File: config.mk
export PLATFORM = sky130hd
export DESIGN_NAME = bit_unstuff_deser
export DESIGN_NICKNAME = d
export VERILOG_FILES = /design/src/rtl/bit_unstuff_deser.sv
export SDC_FILE = /design/constraint.sdc
export NUM_CORES = 1
export LEC_CHECK = 0
export ABC_AREA = 1
export ABC_CLOCK_PERIOD_IN_PS = 2720
export CAP_MARGIN = 10
export CORE_MARGIN = 3
export CORE_UTILIZATION = 45
export CTS_BUF_LIST = sky130_fd_sc_hd__clkbuf_8
export CTS_CLUSTER_SIZE = 10
export DETAILED_ROUTE_END_ITERATION = 12
export PLACE_DENSITY_LB_ADDON = 0.2
export SYNTH_ARGS = -nofsm -noshare
export SYNTH_HDL_FRONTEND = slang
export SYNTH_SLANG_ARGS = --single-unit
File: constraint.sdc
create_clock -name clk -period 2.72 [get_ports clk]
set_clock_uncertainty 0.05 [all_clocks]
set_input_delay 0.272 -clock clk [delete_from_list [all_inputs] [get_ports clk]]
set_output_delay 0.272 -clock clk [all_outputs]
set_load 0.1 [all_outputs]
File: src/rtl/bit_unstuff_deser.sv
// Removes USB stuffed bits from the decoded serial stream and packs data bits LSB-first into words.
// Latency: byte_valid is high in the second cycle after the last data bit is sampled; every other strobe arrives one cycle after its cause.
// Backpressure: none. One bit per in_valid strobe, and the packet receiver must take every strobe.
//
// Ports:
//   clk, rst          : clock and asynchronous active-high reset
//   inb, in_valid     : decoded bit and its bit-rate qualifier from the NRZI decoder
//   eop_in            : one-cycle end-of-packet marker from the line receiver
//   byte_out/valid    : assembled word and its one-cycle strobe
//   pkt_done          : packet ended (normally or after an error)
//   stuff_err         : a 1 arrived where a stuffed 0 was due
//   trunc_err         : EOP arrived with a partial word pending (reported with pkt_done)
//   crc_ok            : CRC16 residual matched at pkt_done (only with UNSTUFF_CRC16_EN)
// Optional feature macro: UNSTUFF_CRC16_EN builds the CRC16 residual checker.
module bit_unstuff_deser #(
  parameter int STUFF_LEN = 6,
  parameter int DATA_W    = 8
) (
  input  logic              clk,
  input  logic              rst,
  input  logic              inb,
  input  logic              in_valid,
  input  logic              eop_in,
  output logic [DATA_W-1:0] byte_out,
  output logic              byte_valid,
  output logic              pkt_done,
  output logic              stuff_err,
  output logic              trunc_err,
  output logic              crc_ok
);

  localparam int OW = $clog2(STUFF_LEN + 1);
  localparam int BW = $clog2(DATA_W + 1);
  localparam logic [OW-1:0] ONES_MAX  = OW'(STUFF_LEN);
  localparam logic [BW-1:0] BYTE_FULL = BW'(DATA_W);

  typedef enum logic [1:0] {IDLE, RECV, ERROR} state_t;

  state_t            state_q, state_d;
  logic [OW-1:0]     ones_q;
  logic [BW-1:0]     bit_q;
  logic [DATA_W-1:0] sh_q;

  logic take_bit, drop_bit, done_d, serr_d, trunc_d, full, clr;

  // A completed word waits one cycle in the shift register, then drains here.
  assign full = (bit_q == BYTE_FULL);
  assign clr  = (state_d != RECV);

  always_ff @(posedge clk or posedge rst) begin
    if (rst) state_q <= IDLE;
    else     state_q <= state_d;
  end

  always_comb begin
    state_d = state_q;
    case (state_q)
      IDLE:    if (in_valid) state_d = RECV;
      RECV: begin
        if (eop_in)                                      state_d = IDLE;
        else if (in_valid && (ones_q == ONES_MAX) && inb) state_d = ERROR;
      end
      ERROR:   if (eop_in) state_d = IDLE;
      default: state_d = IDLE;
    endcase
  end

  always_comb begin
    take_bit = 1'b0;
    drop_bit = 1'b0;
    done_d   = 1'b0;
    serr_d   = 1'b0;
    trunc_d  = 1'b0;
    case (state_q)
      // The first bit after IDLE is always data because ones_q is zero here.
      IDLE: take_bit = in_valid;
      RECV: begin
        if (eop_in) begin
          done_d = 1'b1;
          // A full word still draining is not a truncation.
          trunc_d = (bit_q != '0) && !full;
        end else if (in_valid) begin
          if (ones_q == ONES_MAX) begin
            if (inb) serr_d   = 1'b1;
            else     drop_bit = 1'b1;
          end else begin
            take_bit = 1'b1;
          end
        end
      end
      ERROR: done_d = eop_in;
      default: ;
    endcase
  end

  always_ff @(posedge clk or posedge rst) begin
    if (rst) begin
      ones_q     <= '0;
      bit_q      <= '0;
      sh_q       <= '0;
      byte_out   <= '0;
      byte_valid <= 1'b0;
      pkt_done   <= 1'b0;
      stuff_err  <= 1'b0;
      trunc_err  <= 1'b0;
    end else begin
      byte_valid <= full;
      pkt_done   <= done_d;
      stuff_err  <= serr_d;
      trunc_err  <= trunc_d;
      if (full) byte_out <= sh_q;
      if (take_bit) begin
        sh_q   <= {inb, sh_q[DATA_W-1:1]};
        ones_q <= inb ? ones_q + OW'(1) : '0;
        bit_q  <= full ? BW'(1) : bit_q + BW'(1);
      end else begin
        if (drop_bit) ones_q <= '0;
        if (full)     bit_q  <= '0;
      end
      if (clr) begin
        ones_q <= '0;
        bit_q  <= '0;
      end
    end
  end

`ifdef UNSTUFF_CRC16_EN
  logic [15:0] crc_q;
  logic        pid_seen_q;
  logic        crc_fb;

  assign crc_fb = crc_q[15] ^ inb;

  // The first word (the PID) is excluded. The bit that arrives while the PID drains is the first one covered.
  always_ff @(posedge clk or posedge rst) begin
    if (rst) begin
      crc_q      <= 16'hFFFF;
      pid_seen_q <= 1'b0;
      crc_ok     <= 1'b0;
    end else begin
      if (state_q == IDLE && in_valid) begin
        crc_q      <= 16'hFFFF;
        pid_seen_q <= 1'b0;
      end else begin
        if (take_bit && (pid_seen_q || full))
          crc_q <= {crc_q[14:0], 1'b0} ^ (crc_fb ? 16'h8005 : 16'h0000);
        if (full) pid_seen_q <= 1'b1;
      end
      if (done_d) crc_ok <= (crc_q == 16'h800D) && !trunc_d;
    end
  end
`else
  assign crc_ok = 1'b0;
`endif

endmodule

**After elaboration in Yosys (flattened, before gate mapping)**

Cells that the tools add are included.

- $add $sub $neg: 2
- Equal/unequal tests: 5
- Mux-type cells: 31
- Reductions and logical operators: 8

Operators with widths:

| kind | number |
|---|---|
| $mux W1 | 16 |
| $mux W4 | 4 |
| $mux W3 | 4 |
| $mux W2 | 4 |
| $pmux W2 S3 | 1 |
| $reduce_bool A3 Y1 | 2 |
| $add A4 B1 Y4 const B | 1 |
| $eq A4 B4 Y1 const B | 1 |
| $pmux W1 S2 | 2 |
| $reduce_bool A4 Y1 | 1 |
| $add A3 B1 Y3 const B | 1 |
| $eq A3 B3 Y1 const B | 1 |
| $logic_and A1 B1 Y1 | 3 |
| $eq A2 B1 Y1 const B | 1 |
| $eq A2 B2 Y1 const B | 1 |
| $logic_not A2 Y1 | 1 |
| $ne A2 B1 Y1 const B | 1 |
| $logic_not A1 Y1 | 1 |

- Register bits after elaboration: 29
- Input bits: 5
- Word-level logic and storage cells: 55

**Longest topological paths before layout**

Gate-level depths: netlist (run 1).

- Depth after elaboration: 8
- Mapped depth: 10
- Gate-level depth less buffers: 9

**Worst setup path before layout (run 1)**

Ideal clock, no wire load.

- Path kind: reg-to-reg
- From: reg state_q[0]
- To: reg ones_q[0]
- Library setup time: 73 ps
- Arrival: 1338 ps
- Required time: 2597 ps
- Slack: 1259 ps
- Stages on the path, launching flop included: 8
- Path buffers: 0
- Clock period less this slack: 1461 ps
- Cell sequence: dfrtp_1 -> inv_1 -> ha_1 -> o21ai_2 -> nand2_1 -> a21oi_2 -> nand2_2 -> a21oi_2

- Word-level cells in the longest chain between the ends: 5
- Elaborated cells on any way between the ends: 14
- Classes of those cells: eq/ne (3); mux (9); reduce/logical (2)

RTL lines:

| item | RTL line | text |
|---|---|---|
| start: declaration | 39 | `state_t state_q, state_d;` |
| start signal: assignment | 52 | `else state_q <= state_d;` |
| $mux W2 | 61 | `else if (in_valid && (ones_q == ONES_MAX) && inb) state_d = ERROR;` |
| $mux W2 | 60 | `if (eop_in) state_d = IDLE;` |
| $pmux W2 S3 | 57 | `case (state_q)` |
| $ne A2 B1 Y1 | 48 | `assign clr = (state_d != RECV);` |
| $reduce_bool A3 Y1 (no line) or $mux W3 (tied branches) | -- |  |
| end signal: assignment | 114 | `ones_q <= inb ? ones_q + OW'(1) : '0;` |
| end: declaration | 40 | `logic [OW-1:0] ones_q;` |

Parallel ways exist; a longest one is shown, timed or not.
A chain may end at the register's enable or synchronous reset.

**Final worst setup path (run 1)**

- From: reg state_q[1]
- To: reg ones_q[2]

Same word-level chain as after synthesis.

==> results of run 1 <==
cell usage in the layout, fill, tap and decap left out:
cell type,instances
inv_1,21
ha_1,8
nor3_1,2
dfrtp_1,29
o21ai_0,18
nor2_1,11
nand4_1,4
nor3_2,1
nand3_1,4
clkdlybuf4s50_1,4
buf_4,13
inv_2,3
a21oi_4,1
nand2_1,35
clkbuf_8,6
o21ai_2,1
xor2_1,1
nand3b_1,1
nand2_2,2
nor2_4,1
conb_1,1
a21oi_2,3
a21oi_1,2
xnor2_1,2
power by group through the flow:
| stage | Sequential, µW | Clock, µW | Combinational (µW) |
|---|---|---|---|
| 3_3_place_gp | 557 | 0 | 380 |
| 5_1_grt | 562 | 374 | 444 |
| 6_report | 550 | 344 | 390 |
| 4_1_cts | 551 | 356 | 394 |
| 2_1_floorplan | 600 | 0 | 274 |
| 3_5_place_dp | 558 | 0 | 392 |
registers in the layout, indices dropped and copies added, names as in the netlist, 2 cells and up:
| signal | cells |
|---|---|
| bit_q | 4 |
| byte_out | 8 |
| ones_q | 3 |
| sh_q | 8 |
| state_q | 2 |
worst max-delay path, delay by kind of cell (launching register included):
kind,cells,cell delay (ns)
buffers and inverters,1,0.10
flip-flops,1,0.42
AO/OA/AOI/OAI,1,0.05
adder cells (fa/ha/maj),1,0.23
AND/OR/NAND/NOR,5,0.97
path summary, 6_finish.rpt:
| check | end | slack (ns) | cells past startpoint |
|---|---|---|---|
| worst max-delay path | ones_q[2]$_DFFE_PP0P_ | 0.84 | 8 |
| max in group asynchronous | byte_out[5]$_DFFE_PP0P_ | 2.05 | 3 |
| worst min-delay path | state_q[0]$_DFF_PP0_ | 0.30 | 3 |
| worst max register to register | ones_q[2]$_DFFE_PP0P_ | 0.84 | 8 |
| worst min register to register | byte_out[0]$_DFFE_PP0P_ | 0.42 | 2 |
| min in group clk | byte_out[0]$_DFFE_PP0P_ | 0.42 | 2 |
area by class of cell:
class	instances	area (µm²)
timing repair buffer	17	138
sequential	29	726
multi-input combinational	98	551
tap	31	38.8
clock inverter	1	3.75
inverter	23	86.3
clock buffer	6	82.6
fill	265	1230
per-stage QoR:
step           std cells  hold slack, ns
2_1_floorplan        154           0.300
3_3_place_gp         198           0.406
3_5_place_dp         198           0.411
4_1_cts              205           0.314
5_1_grt              205           0.330
6_report             205           0.303
logic make-up (layout without fill, tap and decap cells):
family                     after synthesis  after routing  share of synthesized area, %
adders and majority gates                8              8                          7.20
buffers and inverters                   27             47                          8.19
xor gates and xnor gates                 3              3                          1.89
and+or+nand+nor                         61             61                          19.4
other                                    1              1                         0.270
AOI/OAI and AO/OA                       25             25                          10.9
DFF                                     29             29                          52.2
per-layer routing:
metal	vias up	share of wire, %	global-route usage, %
li1	518	-	-
met1	453	48	18.3
met2	14	45	23.5
met3	5	5.2	6.50
met4	0	2.1	6.67
met5	-	0	0
==> run_results.csv, run 1 <==
group,metric,value,unit
run_status,status,"finished clean",
placement,place_congestion,0.814,
cts,cts_resized,0,
power_and_ir_drop,power,1280,µW
logic_synthesis,synth_most_common_cell,"nand2_1",
sta,hold_viol,0,
cts,post-cts-setup-buffers,0,
power_and_ir_drop,seq_power_share,42.8,%
setup_path,timing.rr.start,"state_q[1]$_DFF_PP0_",
route,wl_per_cell,11.4,µm
logic_synthesis,synth_seq_area_share,52.2,%
placement,dpl_cell_area,1540,µm²
sta,fin_tns_setup,0,ns
job,maxCapViolations,0,
setup_path,worstPathMaxFanout,20,
sta,worst_pin_slew,0.603,ns
die,io-pin-count,18,
route,drc,0,
final_layout,n_antenna_cell,0,
cts,clock-sinks,29,
die,placementRows,19,
route,viasPerCell,4.83,
route,drtIter0Drc,36,
logic_synthesis,ys_top_cells_by_area,"dfrtp_1 52%, nand2_1 9.5%, ha_1 7.2%, o21ai_0 6.5%, inv_1 5.4%",
global_routing,globalRouteOverflowTotal,0,
logic_synthesis,synth_top_area_share,52.2,%
route,routed-via-count,990,
sta,setup_viol,0,
route,drtPass1Iterations,5,
setup_path,end_kind,"flip-flop",
die,dieArea,3790,µm²
min_path,hp-class,"input port to async pin",
global_routing,grt_max_degree,30,
logic_synthesis,syn_nets,167,
logic_synthesis,synthCells,154,
route,routed_wl,2340,µm
logic_synthesis,synth_edf_count,0,
power_and_ir_drop,ir_worst_vdd,0.515,mV
power_and_ir_drop,p_comb_share,30.4,%
die,die_h,61.6,µm
cts,root_buffer,"clkbuf_8",
cts,path_clk_slew,0.06,ns
final_layout,area_delta_synth_final,16.9,%
final_layout,drive_above_1_share,17.8,%
cts,cts_buffers,5,
sta,setup_slack,0.839,ns
cts,cts_hold_buf,0,
cts,clockBufferDepth,2,
die,initial_core_util,48.7,%
sta,fin_crit,1.88,ns
logic_synthesis,synthesis.area,1390,µm²
die,die_w,61.6,µm
setup_path,slowest_stage,"nand2_1",
logic_synthesis,synth-seq-cells,29,
route,ant_nets,0,
setup_path,required,2.88,ns
sta,rsz0062_at_grt,"false",
setup_path,cp_slowest_stage_delay,0.46,ns
sta,fmax,532,MHz
final_layout,utilization,57.0,%
setup_path,crit_path_cell_trace,"inv_1 > ha_1 > nand4_1 > nand2_1 > nand2_1 > nor2_1 > a21oi_1 > nor2_1",
power_and_ir_drop,p_sw,469,µW
final_layout,nets,187,
placement,dp_slack,0.754,ns
placement,port_buffers,16,
power_and_ir_drop,power_leakage,0.000810,µW
cts,cts_max_level,2,
cts,clock_latency,0.28,ns
global_routing,antenna_found_initial,0,
placement,hpwl,1710,µm
sta,slew_viol_final,0,
logic_synthesis,synthTopCellsByCount,"35 x nand2_1, 29 x dfrtp_1, 20 x inv_1",
logic_synthesis,synthFlopType,"dfrtp_1",
logic_synthesis,synth_warnings,0,
global_routing,grt_pass1_vias,938,
sta,layout_worst_path_cycle_share,69.1,%
logic_synthesis,synth.avg_cell_area,9.03,µm²
cts,cts_tree,"built",
power_and_ir_drop,p_int,816,µW
final_layout,final_area,1630,µm²
setup_path,critPathKind,"flip-flop to flip-flop",
logic_synthesis,async_flop_share,100,%
logic_synthesis,synth.distinct_cells,25,
power_and_ir_drop,power_density,790,nW/µm²
sta,slew_headroom,59.7,%
global_routing,grt_pass1_wl,4070,µm
power_and_ir_drop,clkPwrFrac,26.8,%
setup_path,startpoint_type,"flip-flop",
die,core-area,2850,µm²
setup_path,crit_path_start,"state_q[1]$_DFF_PP0_",
global_routing,grt.total_usage,15.1,%
logic_synthesis,synth_top_area_cell,"dfrtp_1",
power_and_ir_drop,switching_share,36.5,%
setup_path,crit_arrival,2.04,ns
(Power assumes the default switching activity.)
==> run 2: changes to the inputs <==
Settings changed: ABC_CLOCK_PERIOD_IN_PS 2720 to 1800.
Clock period 2.72 ns to 1.8 ns, I/O delays scaled along.
==> run_results.csv, run 2 (synthesis results as in run 1) <==
group,metric,value,unit
power_and_ir_drop,ir_worst_vdd,0.662,mV
cts,clockBufferDepth,2,
setup_path,slowest_stage,"dfrtp_1",
power_and_ir_drop,power,2050,µW
global_routing,globalRouteOverflowTotal,0,
setup_path,reg2reg_to,"bit_q[2]$_DFFE_PP0P_",
power_and_ir_drop,p_int,1310,µW
die,dieArea,3790,µm²
setup_path,r2r_slack,0.11,ns
power_and_ir_drop,power_density,1220,nW/µm²
final_layout,n_antenna_cell,0,
cts,clock_latency,0.28,ns
cts,cts_hold_buf,0,
setup_path,worstPathMaxFanout,12,
final_layout,largestRegisters,"byte_out: 8 flops, sh_q: 8 flops, bit_q: 4 flops",
setup_path,cp_num_cells,8,
setup_path,startpoint_type,"flip-flop",
sta,setup_viol,0,
placement,hpwl,1780,µm
die,placementRows,19,
route,drtIter0Drc,68,
global_routing,grt_pass1_wl,4180,µm
sta,slew_viol_final,0,
die,initial_core_util,48.7,%
setup_path,timing.rr.start,"state_q[1]$_DFF_PP0_",
power_and_ir_drop,power_leakage,0.000833,µW
setup_path,required,1.97,ns
global_routing,grt_pass1_vias,962,
power_and_ir_drop,clkPwrFrac,25.5,%
global_routing,grt_max_degree,30,
setup_path,crit_path_cell_trace,"inv_1 > ha_1 > nand4_1 > nand2_4 > inv_2 > nor3_1 > nand3_1 > nand2_1",
setup_path,cp_slowest_stage_delay,0.44,ns
setup_path,reg2reg_depth,8,
die,core-area,2850,µm²
route,viasPerCell,5.03,
sta,setup_slack,0.110,ns
power_and_ir_drop,p_sw,740,µW
sta,fin_crit,1.69,ns
sta,fmax,592,MHz
final_layout,drive_above_1_share,19.8,%
route,drtPass1Iterations,5,
cts,cts_buffers,5,
route,drc,0,
cts,clock-sinks,29,
power_and_ir_drop,switching_share,36.1,%
die,die_h,61.6,µm
cts,path_clk_slew,0.06,ns
sta,layout_worst_path_cycle_share,93.9,%
route,routed_wl,2510,µm
global_routing,grt.total_usage,15.5,%
setup_path,crit_arrival,1.86,ns
route,routed-via-count,1047,
global_routing,antenna_found_initial,0,
placement,port_buffers,16,
setup_path,cpLargestDelayFamily,"simple AND/OR/NAND/NOR gates",
setup_path,cp.buffers_inverters,2,
power_and_ir_drop,p_comb_share,33.9,%
placement,place_congestion,0.809,
route,ant_nets,0,
min_path,hp-class,"input port to async pin",
final_layout,nets,190,
sta,fin_tns_setup,0,ns
die,io-pin-count,18,
placement,placed_cells,199,
final_layout,area_delta_synth_final,20.5,%
placement,dpl_cell_area,1550,µm²
placement,dp_slack,0.0241,ns
job,maxCapViolations,0,
cts,cts_tree,"built",
setup_path,end_kind,"flip-flop",
cts,root_buffer,"clkbuf_8",
sta,hold_viol,0,
final_layout,final_area,1680,µm²
final_layout,final_cell_mix,"34 x nand2_1, 29 x dfrtp_1, 21 x inv_1",
power_and_ir_drop,seq_power_share,40.6,%
run_status,status,"finished clean",
die,die_w,61.6,µm
cts,cts_max_level,2,
setup_path,critPathKind,"flip-flop to flip-flop",
final_layout,layout_commonest_cell,"nand2_1",
final_layout,fin_cells,208,
route,wl_per_cell,12.1,µm
==> run 2: worst max path at each step <==
stage / from / end / slack [ns]
2_1_floorplan: state_q[0]$_DFF_PP0_ / ones_q[0]$_DFFE_PP0P_ / 0.34
3_3_place_gp: eop_in / sh_q[7]$_DFFE_PP0N_ / 0.12
3_5_place_dp: state_q[1]$_DFF_PP0_ / bit_q[2]$_DFFE_PP0P_ / 0.02
4_1_cts: state_q[1]$_DFF_PP0_ / bit_q[2]$_DFFE_PP0P_ / 0.009
5_1_grt: state_q[1]$_DFF_PP0_ / bit_q[2]$_DFFE_PP0P_ / -0.02
6_report: state_q[1]$_DFF_PP0_ / bit_q[2]$_DFFE_PP0P_ / 0.11
==> run 2: layout make-up <==
type | instances | area (µm²)
Clock buffer | 6 | 82.6
Fill cell | 254 | 1180
Sequential cell | 29 | 726
Tap cell | 31 | 38.8
Inverter | 23 | 86.3
Timing Repair Buffer | 20 | 173
Clock inverter | 1 | 3.75
Multi-Input combinational cell | 98 | 566
==> run 2: timing repair <==
action	4_1_cts	5_1_grt
resized for setup	0	3
buffers inserted	0	2
setup endpoints to repair	0	12
==> run 2: metal layers <==
metal	track usage (%)	vias to the layer above	wire, µm
li1	-	527	-
met5	0	-	0
met3	6.92	8	131
met4	6.97	0	54
met2	23.8	28	1230
met1	18.7	484	1090
==> run 2: power groups by stage <==
stage          clock (µW)  sequential, µW  combinational (µW)
4_1_cts               539             831                 610
3_3_place_gp            0             839                 592
2_1_floorplan           0             907                 414
3_5_place_dp            0             841                 604
5_1_grt               567             849                 784
6_report              522             832                 695
==> run 2: per-stage QoR <==
step | hold slack, ns | utilization (%)
5_1_grt | 0.246 | 58.7
6_report | 0.218 | 58.7
3_5_place_dp | 0.410 | 54.2
2_1_floorplan | 0.208 | -
4_1_cts | 0.235 | 57.2
3_3_place_gp | 0.407 | 54.2
==> run 2: worst register-to-register path, delay by kind of cell, from the launching register on <==
kind | cells | cell delay, ns
adders and majority gates | 1 | 0.23
DFF | 1 | 0.44
and+or+nand+nor | 5 | 0.73
buffers and inverters | 2 | 0.17
==> run 3: changes to the inputs <==
Settings changed: ABC_CLOCK_PERIOD_IN_PS 1800 to 2000, CORE_MARGIN 3 to unset.
Clock period 1.8 ns to 2 ns, I/O delays scaled along.
==> run_results.csv, run 3 (synthesis results as in run 1) <==
group,metric,value,unit
placement,dpl_cell_area,1550,µm²
cts,cts_hold_buf,0,
route,routed-via-count,1033,
die,die_w,57.6,µm
power_and_ir_drop,power,1850,µW
cts,cts_resized,0,
setup_path,crit_path_end,"ones_q[1]$_DFFE_PP0P_",
power_and_ir_drop,power_density,1120,nW/µm²
power_and_ir_drop,power_leakage,0.000821,µW
setup_path,required,2.15,ns
final_layout,n_antenna_cell,0,
global_routing,grt_pass1_wl,4350,µm
die,placementRows,19,
sta,setup_viol,0,
die,io-pin-count,18,
route,drc,0,
power_and_ir_drop,ir_worst_vdd,0.705,mV
route,ant_nets,0,
placement,hpwl,1710,µm
cts,root_buffer,"clkbuf_8",
sta,fin_hold_ws,0.260,ns
setup_path,r2r_slack,0.29,ns
setup_path,reg2reg_depth,7,
run_status,status,"finished clean",
cts,clockBufferDepth,2,
final_layout,area_delta_synth_final,18.7,%
global_routing,antenna_found_initial,0,
setup_path,crit_path_start,"state_q[1]$_DFF_PP0_",
die,dieArea,3320,µm²
route,wl_per_cell,11.5,µm
job,maxCapViolations,0,
cts,clock_latency,0.27,ns
setup_path,critPathKind,"flip-flop to flip-flop",
route,drtPass1Iterations,6,
sta,fmax,585,MHz
global_routing,grt_max_degree,30,
global_routing,globalRouteOverflowTotal,0,
final_layout,final_cell_mix,"35 x nand2_1, 29 x dfrtp_1, 20 x inv_1",
final_layout,layout_commonest_cell,"nand2_1",
cts,path_clk_slew,0.06,ns
route,drtIter0Drc,48,
global_routing,grt.total_usage,17.8,%
setup_path,timing.rr.start,"state_q[1]$_DFF_PP0_",
final_layout,final_area,1650,µm²
final_layout,drive_above_1_share,18.9,%
sta,setup_slack,0.291,ns
sta,fin_tns_setup,0,ns
cts,cts_buffers,5,
setup_path,startpoint_type,"flip-flop",
sta,hold_viol,0,
sta,layout_worst_path_cycle_share,85.5,%
cts,cts_max_level,2,
min_path,hp-class,"input port to async pin",
global_routing,grt_pass1_vias,990,
cts,post-cts-setup-buffers,0,
setup_path,crit_arrival,1.86,ns
route,routed_wl,2370,µm
final_layout,nets,188,
cts,cts_tree,"built",
placement,place_congestion,0.767,
die,core-area,2850,µm²
placement,port_buffers,16,
placement,dp_slack,0.279,ns
sta,slew_viol_final,0,
cts,clock-sinks,29,
route,viasPerCell,5.01,
sta,fin_crit,1.71,ns
final_layout,largestRegisters,"byte_out: 8 flops, sh_q: 8 flops, bit_q: 4 flops",
setup_path,worstPathMaxFanout,8,
setup_path,reg2reg_to,"ones_q[1]$_DFFE_PP0P_",
setup_path,end_kind,"flip-flop",
final_layout,n_fill_cell,251,
die,die_h,57.6,µm
die,initial_core_util,48.7,%
sta,rsz0062_at_grt,"false",
run 3: worst min path at each step:
stage                            start                      end  slack, ns  cells after the start
3_3_place_gp   byte_out[0]$_DFFE_PP0P_  byte_out[0]$_DFFE_PP0P_       0.41                      2
3_5_place_dp       sh_q[0]$_DFFE_PP0N_  byte_out[0]$_DFFE_PP0P_       0.41                      2
4_1_cts                            rst  byte_out[1]$_DFFE_PP0P_       0.27                      3
6_report                           rst     byte_valid$_DFF_PP0_       0.26                      3
2_1_floorplan                      rst     bit_q[0]$_DFFE_PP0P_       0.23                      1
5_1_grt                            rst  byte_out[1]$_DFFE_PP0P_       0.29                      3
run 3: final cells by class:
class                           instances  area [µm²]  share of cell area [%]
Sequential cell                        29         726                    44.0
Inverter                               23        86.3                    5.23
Clock buffer                            5        68.8                    4.17
Timing Repair Buffer                   18         145                    8.79
Tap cell                               31        38.8                    2.35
Clock inverter                          2        35.0                    2.12
Multi-Input combinational cell         98         551                    33.4
run 3: per-layer routing:
layer / vias to the layer above / GRT usage [%] / wire length (µm)
met2: 29 / 25.9 / 1110
met3: 2 / 6.80 / 110
met4: 0 / 8.01 / 21
li1: 525 / - / -
met5: - / 0 / 0
met1: 477 / 23.5 / 1130
run 3: report_power, final:
group          total (µW)  internal (µW)  switching [µW]
Sequential            746            687            58.6
Combinational         544            164             380
Clock                 565            361             204
run 3: metrics by stage:
stage	instances	utilization, %
2_1_floorplan	154	-
3_3_place_gp	199	54.2
3_5_place_dp	199	54.2
4_1_cts	206	57.9
5_1_grt	206	57.9
6_report	206	57.9
run 3: critical path, cell delays in order, from the launching register on:
cell and delay [ns]:
dfrtp_1 0.41, inv_1 0.08, ha_1 0.24, o21ai_2 0.14, nand2_1 0.08, a21oi_2 0.36
nand2_2 0.15, nor2_1 0.13
